**config.mk**
```make
export PLATFORM = sky130hd
export DESIGN_NAME = display_scanner
export DESIGN_NICKNAME = d
export VERILOG_FILES = /design/src/rtl/display_scanner.sv
export SDC_FILE = /design/constraint.sdc
export NUM_CORES = 1
export LEC_CHECK = 0
export ABC_AREA = 1
export BUFFER_PORTS_ARGS = -buffer_cell sky130_fd_sc_hd__buf_2
export CAP_MARGIN = 5
export CELL_PAD_IN_SITES_DETAIL_PLACEMENT = 1
export CELL_PAD_IN_SITES_GLOBAL_PLACEMENT = 2
export CORE_ASPECT_RATIO = 0.6
export CORE_UTILIZATION = 33
export CTS_BUF_LIST = sky130_fd_sc_hd__clkbuf_8
export DETAILED_ROUTE_END_ITERATION = 12
export MAX_ROUTING_LAYER = met4
export PLACE_DENSITY = 0.93
export SYNTH_ARGS = -nofsm -noshare
export SYNTH_HDL_FRONTEND = slang
export SYNTH_SLANG_ARGS = --single-unit
```
**constraint.sdc**
```tcl
create_clock -name clk -period 2.2 [get_ports clk]
set_clock_uncertainty 0.2 [all_clocks]
set_input_delay 0.22 -clock clk [delete_from_list [all_inputs] [get_ports clk]]
set_output_delay 0.22 -clock clk [all_outputs]
set_load 0.05 [all_outputs]
```
**src/rtl/display_scanner.sv**
```systemverilog
// Time-multiplexed seven-segment scanner: one digit enabled per PRESCALE-cycle slot,
// with a double-buffered display value swapped only at frame boundaries.

module display_scanner_digit #(
  parameter int DIGITS = 4,
  parameter int K      = 0,
  parameter int IW     = 2
) (
  input  logic [DIGITS-1:0][3:0] disp,
  input  logic [IW-1:0]          idx,
  input  logic                   lz_en,
  output logic                   en
);
  logic [4*DIGITS-1:0] flat;
  logic [4*DIGITS-1:0] upper;
  logic                blank;

  assign flat  = disp;
  assign upper = flat >> (4*K);
  // Digit 0 is never blanked so that an all-zero value still shows "0".
  assign blank = lz_en && (K != 0) && (upper == '0);
  assign en    = (idx == IW'(K)) && !blank;
endmodule

module display_scanner #(
  parameter int DIGITS   = 4,
  parameter int PRESCALE = 1000
) (
  input  logic                  clk,
  input  logic                  reset,
  input  logic                  load,
  input  logic [4*DIGITS-1:0]   value,
  input  logic                  lz_en,
  output logic [3:0]            bcd,
  output logic [DIGITS-1:0]     digit_en,
  output logic                  frame_done,
  output logic                  pending
);
  localparam int PW = (PRESCALE > 1) ? $clog2(PRESCALE) : 1;
  localparam int IW = (DIGITS > 1) ? $clog2(DIGITS) : 1;

  logic [PW-1:0]          pcnt;
  logic [IW-1:0]          idx;
  logic [DIGITS-1:0][3:0] shadow;
  logic [DIGITS-1:0][3:0] disp;
  logic                   slot_end;
  logic                   frame_end;

  assign slot_end  = (pcnt == PW'(PRESCALE-1));
  assign frame_end = slot_end && (idx == IW'(DIGITS-1));

  always_ff @(posedge clk) begin
    if (reset) begin
      pcnt       <= '0;
      idx        <= '0;
      shadow     <= '0;
      disp       <= '0;
      pending    <= 1'b0;
      frame_done <= 1'b0;
    end else begin
      pcnt       <= slot_end ? '0 : pcnt + 1'b1;
      frame_done <= frame_end;
      if (slot_end)
        idx <= frame_end ? '0 : idx + 1'b1;
      // A load on the boundary still hands the older shadow to disp; the new
      // value waits for the next boundary.
      if (frame_end && pending)
        disp <= shadow;
      if (load) begin
        shadow  <= value;
        pending <= 1'b1;
      end else if (frame_end) begin
        pending <= 1'b0;
      end
    end
  end

  assign bcd = disp[idx];

  for (genvar k = 0; k < DIGITS; k++) begin : g_digit
    display_scanner_digit #(.DIGITS(DIGITS), .K(k), .IW(IW)) u_digit (
      .disp  (disp),
      .idx   (idx),
      .lz_en (lz_en),
      .en    (digit_en[k])
    );
  end
endmodule

```
; ---- Word level (Yosys, flattened, before mapping)
; Index checks and enable logic that the tools add are counted.
[op_classes]
addsub = 2
n_lt_le_gt_ge = 1
n_eq_ne = 4
mux = 5
reduce_logical = 17
[op_table]
columns = cell, count
row1 = 16-bit logical NOT, 3
row2 = 10-bit by 1-bit adder with 10-bit output (second input constant), 1
row3 = 10-bit == test (second input constant), 1
row4 = 4-bit binary-select mux with 2-bit select, 1
row5 = 1-bit logical AND, 8
row6 = 2-bit == test (second input constant), 2
row7 = 4-bit 2-to-1 mux, 1
row8 = 1-bit logical NOT, 3
row9 = 2-bit by 3-bit < comparator with 1-bit output (second input constant), 1
row10 = 2-bit by 1-bit adder with 2-bit output (second input constant), 1
row11 = 2-bit by 1-bit == test with 1-bit output (second input constant), 1
row12 = 2-bit logical NOT, 1
row13 = 1-bit 2-to-1 mux, 2
row14 = 2-bit 2-to-1 mux, 1
row15 = 2-bit nonzero test, 1
row16 = 2-bit OR reduction, 1
[totals]
reg_bits = 46
in_bits = 20
output_inout_bits = 10
word_cells = 41

; ---- Depth between registers and ports, before layout
[logic_depth]
word_depth = 4
depth_mapped = 9
depth_no_buf = 8

; ---- Modules after synthesis
; Synthesis repeated with hierarchy kept, for this count alone.
[unflattened]
cells_unflattened = 296
area_unflattened_um2 = 2104.5
[modules_own_cells]
columns = mod, instances, cells_each, area_per_inst_um2, seq_area_each_um2
row1 = display_scanner, 1, 263, 1969.4, 920.9
row2 = display_scanner_digit (g_digit[1].u_digit), 1, 15, 61.3, 0.0
row3 = display_scanner_digit (g_digit[2].u_digit), 1, 10, 42.5, 0.0
row4 = display_scanner_digit (g_digit[3].u_digit), 1, 7, 27.5, 0.0
row5 = display_scanner_digit (g_digit[0].u_digit), 1, 1, 3.8, 0.0

; ---- Least setup slack after synthesis
; No wires, ideal clock.
[synth_path]
path_type = reg-to-output
start = reg idx[0]
end = out bcd[0]
arrival_ns = 1.459
t_required_ns = 1.780
setup_slack_ns = 0.321
stages_incl_launch_ff = 5
n_path_buf = 1
cell_sequence = dfxtp_1 -> buf_2 -> clkinv_1 -> o21ai_0 -> o22ai_1
[synth_between]
elab_chain_len = 2
[synth_lines]
columns = item, line_no
row1 = from (decl), 43  ; logic [IW-1:0] idx;
row2 = from (signal assigned), 64  ; idx <= frame_end ? '0 : idx + 1'b1;
row3 = 4-bit binary-select mux with 2-bit select, 78  ; assign bcd = disp[idx];
row4 = 4-bit 2-to-1 mux (not written as such), 78
row5 = to (decl), 34  ; output logic [3:0] bcd,
; No other way between the ends. The select of a mux whose other input is x is not followed.

; ---- Worst setup path in the final report
[layout_path]
start = reg idx[0]
end = out digit_en[2]
[layout_between]
elab_chain_len = 2
[layout_lines]
columns = item, line_no
row1 = 2-bit == test, 22  ; assign en = (idx == IW'(K)) && !blank;
row2 = 1-bit logical AND, 22
row3 = to (decl), 35  ; output logic [DIGITS-1:0] digit_en,
; No other way between the ends.

==> flow_summary.yaml <==
setup_path:
  crit_type: "flop to output port"
  crit_arrival_ns: 1.59
  reg2reg_to: "disp[1]$_SDFFE_PP0P_"
  cp-end-kind: "output port"
  worstRegToRegCells: 8
  crit_required_ns: 1.78
  cp-start-kind: "flop"
  worstPathMaxFanout: 11
  reg2reg_slack_ns: 0.38
  r2r_start: "pcnt[0]$_SDFF_PP0_"
global_route:
  grt_max_degree: 34
  gr-total-overflow: 0
  antenna_found_initial: 0
  grt_pass1_wl_mm: 9.06
  grt_usage_pct: 17.8
  grt_pass1_vias: 1767
timing:
  min_period_ns: 2.01
  final-hold-violation-count: 0
  setup_tns_ns: 0
  worst_hold_slack_ns: 0.00671
  max_slew_margin_pct: 75.6
  max_clock_freq_mhz: 497
  slew_violations: 0
  setup_viol: 0
  rsz0062_at_grt: "false"
  post-route-period-util_pct: 91.4
  worst_pin_slew_ns: 0.365
floorplanning:
  core_area_sq_mm: 0.00581
  io_pins: 30
  die_w_um: 104
  start_util_pct: 35.8
  row_count: 21
  die_h_um: 63.5
  dieArea_sq_mm: 0.00663
detailed_routing:
  drc_errors: 0
  wl_per_cell_um: 13.2
  avgViaCountPerCell: 4.67
  drt-initial-drc-count: 114
  finalWirelength_mm: 5.13
  route.vias.total: 1817
  dr.pass1.iters: 4
  ant_nets: 0
final_layout:
  final_layout_size_suffix_gt1_share_pct: 16.5
  fillCellCount: 747
  register_area_sq_um: 921
  area_delta_synth_final_pct: 14.7
  multiInputGateArea_sq_um: 938
  n_antenna_cell: 0
  final_core_util_pct: 41.1
  nNetsFinal: 333
yosys:
  synth_nets: 308
  ys_ff_latch: 46
  ys.flop_type: "dfxtp_1"
  syn_area_sq_mm: 0.00208
  synth-edff-count: 0
  avgSynthCellArea_sq_um: 7.35
  ys.warnings.count: 0
  synth_compound_area_share_pct: 14.3
  synthMuxAreaShare_pct: 0
  synth_cell_types: 28
  synth_top_family_by_area: "simple AND/OR/NAND/NOR gates"
  synth_fa_ha_area_share_pct: 3.01
  ys_seq_area_share_pct: 44.3
  synth-simple-area-share_pct: 27.4
  async_flop_share_pct: 0
  synth-xor-area-share_pct: 0.421
  syn-instance-count: 283
clocking:
  h-tree-depth: 2
  clock_path_buffers: 2
  numCtsBuffers: 5
  tritoncts: "built"
  clock-sinks: 46
  root_buffer: "clkbuf_8"
  path_clk_slew_ns: 0.08
  cts_resized: 0
  clock_latency_ns: 0.29
power_and_ir_drop:
  p_sw_uw: 349
  p_seq_share_pct: 55.6
  p_total_uw: 1560
  p_sw_share_pct: 22.3
  intPower_uw: 1210
  combPwrFrac_pct: 6.8
  p_leak_uw: 0.00103
  ir_drop_mv: 0.246
  clkPwrFrac_pct: 37.6
  p_per_area_mw_per_mm2: 655
min_path:
  hold_path_class: "input port to flop"
  whs_endpoint: "shadow[11]$_SDFFE_PP0P_"
  holdPathStages: 3
  hold_start: "value[11]"
status:
  outcome: "finished, final reports clean"
place:
  portBuffers: 29
  dp_hpwl_mm: 3.92
  place_congestion: 0.746
run:
  maxCapViolCount: 0
-- what timing repair did --
item,in CTS,in global routing
hold buffers,1,0
buffers inserted,0,0
hold endpoints to repair,4,0
-- routing by layer --
layer | track usage [%] | up-vias | part of all wire (%)
met4 | 4.29 | 0 | 0.82
met3 | 3.21 | 5 | 3.0
met2 | 22.1 | 30 | 36
li1 | - | 964 | -
met5 | - | - | 0
met1 | 28.3 | 818 | 60
-- cells in the final DEF (no fill, tap or decap), types with 2 or more instances in the layout --
master / count
buf_4: 5
nor2_1: 58
nand2_1: 35
inv_1: 30
a21oi_1: 21
nand3_1: 6
clkbuf_8: 8
o21ai_0: 27
dfxtp_1: 46
buf_2: 29
nor2_4: 3
o22ai_1: 4
ha_1: 5
nor3_1: 2
inv_2: 2
nand4_1: 17
-- worst max-delay path, cell delays in order (launching register included) --
cell and delay, ns:
dfxtp_1 0.41, clkinv_1 0.28, ha_1 0.30, o21a_1 0.10, buf_2 0.20
-- cells by family (layout without fill, tap and decap cells) --
logic type | count (synthesis) | in the layout
AND/OR/NAND/NOR | 125 | 125
adder cells (fa/ha/maj) | 5 | 5
AO/OA/AOI/OAI | 56 | 56
buffers and inverters | 50 | 76
XOR/XNOR | 1 | 1
flip-flops | 46 | 46
-- through the flow --
stage / cell area [sq um] / instances / setup WS [ns]
after floorplan: 2080 / 283 / 0.321
after global placement: 2270 / 380 / 0.472
after detailed placement: 2270 / 380 / 0.414
after CTS: 2390 / 389 / 0.183
after global routing: 2390 / 389 / 0.0417
final: 2390 / 389 / 0.190
-- state kept, by name, indices dropped and copies added, names as in the netlist --
register	cells
pending	1
shadow	16
frame_done	1
pcnt	10
idx	2
disp	16
-- layout make-up --
type	count	area share, %
well taps	80	4.20
multi-input cells	187	39.3
repair buffers	35	8.08
flip-flops and latches	46	38.6
inverters	33	5.19
clock buffers	8	4.61
-- how the worst max path moves through the flow --
stage / startpoint / end / slack (ns) / cells after the start
floorplan: idx[0]$_SDFFE_PP0P_ / bcd[0] / 0.32 / 4
global placement: pcnt[0]$_SDFF_PP0_ / disp[1]$_SDFFE_PP0P_ / 0.47 / 8
detailed placement: pcnt[0]$_SDFF_PP0_ / disp[1]$_SDFFE_PP0P_ / 0.41 / 8
CTS: idx[0]$_SDFFE_PP0P_ / digit_en[2] / 0.18 / 4
global route: idx[0]$_SDFFE_PP0P_ / bcd[0] / 0.04 / 4
finish: idx[0]$_SDFFE_PP0P_ / digit_en[2] / 0.19 / 4
-- cells in the mapped netlist (all sizes together) (2+ instances only) --
cell,instances,area [sq um]
nand4,18,128
buf,10,70.1
nor2,62,258
o22ai,4,25.0
clkbuf,7,26.3
ha,5,62.6
nand3,6,30.0
dfxtp,46,921
nand2,36,138
o21ai,27,135
inv,32,120
nor3,2,10.0
a21oi,22,114
-- power by group through the flow --
stage,registers [uW],logic [uW],clock network [uW]
2_1_floorplan,889,63.1,0
3_3_place_gp,886,104,0
3_5_place_dp,888,106,0
4_1_cts,868,108,606
5_1_grt,872,124,652
6_report,868,107,588
Power figures use the tool's default switching activity.
